## src/rtl/cycle_counter.sv

```systemverilog
// Free-running modulo-2**width_p cycle counter with a registered one-cycle
// wrap pulse; both outputs come straight from flops.
module cycle_counter #(
   parameter int unsigned     width_p    = 32,
   parameter longint unsigned init_val_p = 0
) (
   input  logic               clk_i,
   input  logic               reset_i,
   output logic [width_p-1:0] ctr_r_o,
   output logic               wrap_r_o
);

   if ((width_p < 1) || (width_p > 64)) begin : g_bad_width
      $error("cycle_counter: width_p must be in 1..64");
   end

   localparam logic [width_p-1:0] InitVal = width_p'(init_val_p);

   logic [width_p-1:0] ctr_q, ctr_d;
   logic               wrap_q, wrap_d;

   // Wrap is registered alongside the rollover, so it is high exactly while
   // the count reads 0 after coming from all-ones.
   always_comb begin
      ctr_d  = ctr_q + width_p'(1);
      wrap_d = &ctr_q;
   end

   always_ff @(posedge clk_i or posedge reset_i) begin
      if (reset_i) begin
         ctr_q  <= InitVal;
         wrap_q <= 1'b0;
      end else begin
         ctr_q  <= ctr_d;
         wrap_q <= wrap_d;
      end
   end

   assign ctr_r_o  = ctr_q;
   assign wrap_r_o = wrap_q;

endmodule

```

## config.mk

```make
export PLATFORM = sky130hd
export DESIGN_NAME = cycle_counter
export DESIGN_NICKNAME = d
export VERILOG_FILES = /design/src/rtl/cycle_counter.sv
export SDC_FILE = /design/constraint.sdc
export NUM_CORES = 1
export LEC_CHECK = 0
export ABC_AREA = 1
export ABC_CLOCK_PERIOD_IN_PS = 1600
export BUFFER_PORTS_ARGS = -buffer_cell sky130_fd_sc_hd__buf_2
export CORE_ASPECT_RATIO = 1.25
export CORE_MARGIN = 4
export CORE_UTILIZATION = 25
export DETAILED_ROUTE_END_ITERATION = 10
export PLACE_DENSITY_LB_ADDON = 0.08
export SETUP_SLACK_MARGIN = 0.2
export SYNTH_ARGS = -nofsm -noshare
export SYNTH_HDL_FRONTEND = slang
export SYNTH_SLANG_ARGS = --single-unit
```

## constraint.sdc

```tcl
create_clock -name clk_i -period 1.6 [get_ports clk_i]
set_input_delay 0.24 -clock clk_i [delete_from_list [all_inputs] [get_ports clk_i]]
set_output_delay 0.24 -clock clk_i [all_outputs]
set_load 0.02 [all_outputs]
```

### Word level (Yosys, flattened, before mapping)

Index checks and enable logic that the tools add are counted.

* logic and storage cells: 4
* output and inout port bits: 33
* bits in registers: 33
* input bits: 2

* reductions and logical operators: 1
* $add $sub $neg: 1

Operator list (number)
* $add A32 B1 Y32 const B: 1
* $reduce_and A32 Y1: 1

### Logic depth before layout (Yosys ltp)

Gate-level depths: netlist of run 1.

* depth in word-level cells: 1
* mapped depth: 8
* depth with buffers taken out: 8

### Least setup slack after synthesis of run 1

Ideal clock, no wire load.

* kind: register to register
* start: register ctr_q[1] (netlist: ctr_r_o[1])
* end: register ctr_q[24] (netlist: ctr_r_o[24])
* data arrival time: 1.340 ns
* path buffers: 0
* stages on the path, launching flop included: 9
* period minus slack after synthesis: 1.457 ns
* required time: 1.483 ns
* setup slack: 0.143 ns
* library setup time: 0.117 ns
* cells stage by stage: dfrtp_1 -> ha_1 -> nand2_2 -> nor2_4 -> nand2_4 -> nor2_8 -> nand2_2 -> nand2_1 -> nand2_1

* cells in the longest elaborated chain, start to end: 1

RTL lines
* start, declared: RTL line 19 `logic [width_p-1:0] ctr_q, ctr_d;`
* start signal, assigned: RTL line 31 `ctr_q <= InitVal;`
* start signal, assigned: RTL line 34 `ctr_q <= ctr_d;`
* $add A32 B1 Y32: RTL line 25 `ctr_d = ctr_q + width_p'(1);`
* named net ctr_d[24]: RTL line 19

The timed path passes the listed nets, and every way through them passes these cells.

### Worst setup path after layout of run 1

Same ends and word-level chain as after synthesis.

==> results.txt, run 1 <==
Status -> finished clean
Skew-Pair Late Insertion Delay -> 280 ps
Synth top area cells -> dfrtp_1 (45%), nand2_1 (18%), nor2_4 (6.1%), nor2_1 (5.3%), xor2_1 (4.3%)
DP Worst Slack -> 216.8 ps
Worst path arrival time -> 1510 ps
# setup viols final -> 0
Hold Violations, Final -> 0
Clk buf depth -> 2
Synth async-reset ratio -> 100.0%
Pin count of the biggest net entering global routing -> 34
Root cell of the clock tree -> clkbuf_8
Syn Nets -> 228
Least-Margin Pin Slew -> 441.5 ps
Final nets -> 274
Max Fclk -> 0.7526 GHz
Clk slew on worst S/H paths -> 70 ps
1st-iter DRT viols -> 88
Routability cong. -> 0.7462
Comb pwr share -> 1.2%
Die Ht -> 104.0 µm
Reg2Reg Depth -> 8
Initial Util -> 26.10%
Critical R2R Capture -> ctr_r_o[24]
Kind of critical path -> reg -> reg
Max-cap violation count -> 0
Die ar. -> 8818 µm²
Switching Share -> 20.56%
Post-route ant nets -> 0
Yosys warnings -> 0
Fraction of the yosys area taken by sequential cells -> 44.81%
Final Slew Violations -> 0
Worst IR Drop VDD -> 317.2 µV
Total CTS buffers -> 5
DR DRC count -> 0
Total congestion overflow -> 0
Top FF cell, synth -> dfrtp_1
Cell internal pwr -> 0.001344 W
FP Rows -> 34
Final Total Pwr -> 0.001692 W
Met1 WL -> 2055 µm
Seq pwr share -> 49.2%
Area post-placement -> 2136 µm²
Core area -> 7062 µm²
Area growth syn-to-layout -> 26.14%
Period utilization -> 83.04%
Worst path required time -> 1780 ps
RSZ-0062 raised after global routing -> no
Post-route cell area -> 2325 µm²
EDFF count, synth -> 0
CP Capture Type -> register
Met2 WL -> 2288 µm
Switch Pwr -> 0.0003480 W
Top-area cell type share of the netlist area -> 44.81%
Mapped Area -> 1843 µm²
First-pass GRT wire length -> 7797 µm
Clk pwr share -> 49.6%
Setup TNS -> 0 ps
Post-DR vias/cell -> 4.135
Worst clock skew -> 5.343 ps
PortBufs -> 34
Netlist cell types -> 17
Register bit total from synthesis -> 33
Power per cell area -> 727.9 nW/µm²
Top-count cell post-synth -> nand2_1
CTS tree -> built
Die Span X -> 84.80 µm
Reg2reg start -> ctr_r_o[1]
Final WL -> 4587 µm
Top routing layer in use -> met4
Metal3 WL -> 174 µm
Post-DP HPWL -> 3570 µm
Vias in the first global route -> 1569
Worst setup margin -> 271.3 ps
Number of H-tree levels -> 2
Worst min path class -> in -> async
Layout cell share with drive strength beyond 1 -> 35.66%
Drt wl/cell -> 12.67 µm
CTS Hold Bufs -> 0
First-pass detailed-route iteration total -> 4
Via count -> 1497
Gr usage total -> 11.26%
Syn avg cell area -> 8.191 µm²
Initial antenna violation count -> 0
Top cells by count, synth -> nand2_1 (86), dfrtp_1 (33), nor2_1 (26), inv_1 (17), nor2_4 (10)
LEAKAGE -> 1.159 nW
Startpoint Class -> register
Crit path time final -> 1329 ps
Relative max-transition margin -> 70.56%
R2r setup slk -> 270 ps
I/O pins -> 35
Ant. Diodes -> 0
Area leader, netlist -> dfrtp_1
Crit Path Max Fanout -> 5
Clock sinks -> 33
Syn Inst Count -> 225
Final core utilization -> 32.92%
-- timing repair --
action,4_1_cts,5_1_grt
gates resized for setup,1,17
hold endpoints to repair,0,0
pin swaps,2,5
cloned,0,0
setup endpoints to repair,1,18
setup buffers,1,3
-- flip-flops by register name, indices dropped and copies added (netlist names) --
| register | count |
|---|---|
| wrap_r_o | 1 |
| ctr_r_o | 32 |
-- power groups by stage --
stage | Clock (W) | Sequential (W) | Combinational [W]
finish | 0.000839 | 0.000833 | 0.0000195
global placement | 0 | 0.000850 | 0.0000222
CTS | 0.000869 | 0.000833 | 0.0000223
detailed placement | 0 | 0.000850 | 0.0000221
floorplan | 0 | 0.000850 | 0.0000123
global route | 0.000893 | 0.000833 | 0.0000246
-- stage by stage --
step           hold slack (ps)  instances
4_1_cts                  60.76        359
2_1_floorplan            368.8        225
3_5_place_dp             376.4        350
6_report                 34.50        362
3_3_place_gp             372.4        350
5_1_grt                  93.12        362
-- layout make-up --
cell class,count,area (µm²)
clock buffers,7,86.33
clock inverters,1,30.03
fillers,803,4737
inverters,20,75.07
multi-input cells,172,972.2
flip-flops and latches,33,840.8
well taps,90,112.6
repair buffers,39,207.7
-- layout by cell type (no fill, tap or decap) --
cell type  netlist  layout
nand2_1         86      86
buf_2            0      34
nor2_1          26      21
dfrtp_1         33      21
inv_1           17      17
dfrtp_2          0      12
nor2_4          10      11
nor2_2           5       9
nand2_2          9       9
xor2_1           9       9
nand3b_1         8       8
nand3_1          7       7
clkbuf_8         0       6
buf_4            0       5
xnor2_1          4       4
inv_2            3       3
nand2_4          2       2
nor2_8           2       2
xor2_2           2       2
nor3_1           1       1
ha_4             0       1
clkbuf_1         0       1
bufinv_16        0       1
-- logic make-up (layout without fill, tap and decap cells) --
family | count (synthesis) | count (layout) | synth area share (%)
xor gates and xnor gates | 15 | 15 | 7.943
buffers and inverters | 20 | 67 | 4.073
and+or+nand+nor | 156 | 156 | 42.50
DFF | 33 | 33 | 44.81
adders and majority gates | 1 | 1 | 0.6788
-- per-layer routing --
layer	up-vias	global-route usage (%)
li1	777	-
met1	692	14.02
met2	23	18.70
met3	5	3.011
met4	0	3.733
met5	-	0
-- worst max-delay path by stage --
| stage | cells after the start | slack [ps] | endpoint | from |
|---|---|---|---|---|
| after floorplan | 8 | 210 | ctr_r_o[24] | ctr_r_o[1] |
| after global placement | 8 | 240 | ctr_r_o[24] | ctr_r_o[1] |
| after detailed placement | 8 | 220 | ctr_r_o[24] | ctr_r_o[1] |
| after CTS | 7 | 210 | ctr_r_o[24] | ctr_r_o[12] |
| after global routing | 8 | 180 | ctr_r_o[20] | ctr_r_o[1] |
| final | 8 | 270 | ctr_r_o[24] | ctr_r_o[1] |
-- critical path: stages (launching register included) --
cell     delay [ps]
dfrtp_2         410
ha_4            150
nand2_2          60
nor2_4          130
nand2_4         120
nor2_8          170
nand2_2          70
nand2_1          60
nand2_1          40
Note: power is estimated with default switching activity, not from simulation.
==> inputs of run 2 (changes only) <==
Settings changed: ABC_AREA 1 to 0, ABC_CLOCK_PERIOD_IN_PS 1600 to 1300.
Clock period 1.6 ns to 1.3 ns, I/O delays scaled along.
==> run 2 against run 1 <==
  * The flow now finishes with violations (setup timing)
  * Clock skew is essentially flat
  * Via count shrank 12%
  * Worst setup slack lost 370 ps
  * Fmax shrank 5.3%
  * Critical path depth shrank 2
  * Highest routed layer unchanged
==> results.txt, run 2 <==
Max-cap violation count -> 0 (unchanged)
I/O pins -> 35 (unchanged)
Post-route cell area -> 2759 µm² (+19%)
Crit Path Max Fanout -> 3 (-2)
Sequential cell area -> 852.1 µm² (+1.3%)
Synth async-reset ratio -> 100.0% (unchanged)
Via count -> 1319 (-12%)
Register bit total from synthesis -> 33 (unchanged)
Routability cong. -> 0.7352 (-1.5%)
Final WL -> 4103 µm (-11%)
Least-Margin Pin Slew -> 442.7 ps (+1.196 ps)
Metal3 WL -> 173 µm (-0.57%)
Syn Nets -> 128 (-44%)
Syn avg cell area -> 11.61 µm² (+42%)
Area growth syn-to-layout -> 90.09%
Skew-Pair Late Insertion Delay -> 280 ps (about the same)
Startpoint Class -> register
Kind of critical path -> reg -> reg
Core area -> 5518 µm² (-22%)
Critical Path Max Stage Delay -> 400 ps (about the same)
Vias in the first global route -> 1417 (-9.7%)
Syn Inst Count -> 125 (-44%)
Reg2reg start -> ctr_r_o[1]
Total CTS buffers -> 5 (unchanged)
Total congestion overflow -> 0 (unchanged)
PortBufs -> 34 (unchanged)
First-pass detailed-route iteration total -> 3 (-1)
Pin count of the biggest net entering global routing -> 34 (unchanged)
Worst path arrival time -> 1570 ps (+60 ps)
Worst setup margin -> -102.4 ps (-373.7 ps)
Die Span X -> 76.15 µm (-10%)
Worst IR Drop VDD -> 487.2 µV (+54%)
First-pass GRT wire length -> 6755 µm (-13%)
Post-DP HPWL -> 2616 µm (-27%)
FP Rows -> 30 (-12%)
CP cell instances -> ha_4, nand2_4, buf_12, nor4_4, nand3_1, xnor2_1
Post-route ant nets -> 0 (unchanged)
Die Ht -> 93.19 µm (-10%)
1st-iter DRT viols -> 60 (-32%)
Met2 WL -> 2204 µm (-3.7%)
Critical-path top delay cell -> dfrtp_2
Final Total Pwr -> 0.001792 W (+5.9%)
Clock sinks -> 33 (unchanged)
Crit path time final -> 1402 ps (+73.70 ps)
Yosys warnings -> 0 (unchanged)
Gr usage total -> 11.86% (+0.60 points)
Top routing layer in use -> met4
Violations in the final reports -> setup timing
Top FF cell, synth -> dfrtp_1
Max reg flops -> 32 (unchanged)
Initial antenna violation count -> 0 (unchanged)
Final Slew Violations -> 0 (unchanged)
Clk slew on worst S/H paths -> 70 ps (about the same)
Netlist cell types -> 20 (+3)
Layout cell share with drive strength beyond 1 -> 65.52% (+30 points)
CTS Hold Bufs -> 0 (unchanged)
Hold Violations, Final -> 0 (unchanged)
Initial Util -> 26.30% (+0.21 points)
Final nets -> 234 (-15%)
Area post-placement -> 2051 µm² (-4.0%)
Relative max-transition margin -> 70.49% (-0.080 points)
Max Fclk -> 0.7131 GHz (-5.3%)
Area occupied by multi-input gates -> 734.5 µm² (-24%)
# setup viols final -> 21 (+21)
CP Capture Type -> register
Period utilization -> 107.9% (+25 points)
Root cell of the clock tree -> clkbuf_8
Drt wl/cell -> 13.86 µm (+9.4%)
LEAKAGE -> 1.308 nW (+13%)
Ant. Diodes -> 0 (unchanged)
Worst clock skew -> 5.220 ps (-0.1228 ps)
Fraction of the yosys area taken by sequential cells -> 56.90% (+12 points)
Worst path required time -> 1460 ps (-320 ps)
Top-count cell post-synth -> dfrtp_1
Worst min path class -> in -> async
Top-area cell type share of the netlist area -> 56.90% (+12 points)
Die ar. -> 7096 µm² (-20%)
Commonest non-fill, non-tap cell in the layout -> buf_6
Power per cell area -> 649.5 nW/µm² (-11%)
Most frequent cells in the layout -> buf_6 (61), buf_4 (31), xnor2_1 (22), dfrtp_2 (21)
Fillers -> 527 (-34%)
Number of H-tree levels -> 2 (unchanged)
Status -> finished, violations left
Mapped Area -> 1451 µm² (-21%)
CTS tree -> built
RSZ-0062 raised after global routing -> yes
DR DRC count -> 0 (unchanged)
Post-DR vias/cell -> 4.456 (+7.8%)
Synth top area cells -> dfrtp_1 (57%), xnor2_1 (14%), nand3_1 (5.5%), nand4_1 (5.2%), xor2_1 (4.2%)
CP startpoint -> ctr_r_o[1]
Clk buf depth -> 2 (unchanged)
Met1 WL -> 1659 µm (-19%)
Area leader, netlist -> dfrtp_1
DP Worst Slack -> -201.8 ps (-418.5 ps)
Top cells by count, synth -> dfrtp_1 (33), xnor2_1 (23), nand3_1 (16), nand4_1 (12)
EDFF count, synth -> 0 (unchanged)
==> run 2: power by group <==
part	internal [W]	switching (W)
sequential	0.00103	0
combinational	0.00000327	0.0000209
clock	0.000371	0.000371
total	0.00140	0.000392
==> run 2: area by class of cell <==
cell class | count | share of cell area, %
Clock buffer | 6 | 2.630
Sequential cell | 33 | 30.88
Timing Repair Buffer | 101 | 36.05
Multi-Input combinational cell | 86 | 26.62
Tap cell | 64 | 2.902
Clock inverter | 2 | 0.3628
Inverter | 4 | 0.5442
==> run 2: final timing paths <==
kind	endpoint	slack [ps]	cells after the start
worst max-delay path	ctr_r_o[16]	-100	6
worst min-delay path	ctr_r_o[18]	3	3
worst max register to register	ctr_r_o[16]	-100	6
worst min register to register	ctr_r_o[19]	500	1
max in group asynchronous	ctr_r_o[0]	960	3
min in group clk_i	ctr_r_o[19]	500	1
==> run 2: metrics by stage <==
step | std cells | utilization, % | TNS, ps | hold slack [ps]
after floorplan | 125 | - | -1699 | 322.4
after global placement | 255 | 37.17 | -852.5 | 311.6
after detailed placement | 255 | 37.17 | -1288 | 319.0
after CTS | 279 | 46.24 | -879.1 | 8.474
after global routing | 296 | 50.00 | -3321 | 44.23
final | 296 | 50.00 | -1061 | 2.900
==> run 2: logic make-up (layout without fill, tap and decap cells) <==
kind of cell               count (synthesis)  in the layout  synth area share [%]
xor gates and xnor gates                  30             30                 18.10
adders and majority gates                  1              1                0.8619
buffers and inverters                      6            113                 1.896
DFF                                       33             33                 56.90
and+or+nand+nor                           55             55                 22.24
==> run 2: per-layer routing <==
| metal | GRT usage [%] | vias to the layer above |
|---|---|---|
| met4 | 4.810 | 0 |
| met5 | 0 | - |
| met3 | 3.372 | 6 |
| met2 | 20.57 | 26 |
| met1 | 13.66 | 651 |
| li1 | - | 636 |
==> run 2: timing repair <==
| action | 4_1_cts | 5_1_grt |
|---|---|---|
| gates cloned | 0 | 1 |
| hold endpoints to repair | 0 | 0 |
| pin swaps | 19 | 10 |
| buffers inserted | 16 | 16 |
| resized for setup | 86 | 20 |
| endpoints found under the setup margin | 51 | 59 |
==> run 2: critical path: cells and delay by family, from the launching register on <==
kind | cells | cell delay [ps]
AND/OR/NAND/NOR | 3 | 440
flip-flops | 1 | 400
adder cells (fa/ha/maj) | 1 | 160
XOR/XNOR | 1 | 150
buffers and inverters | 1 | 130
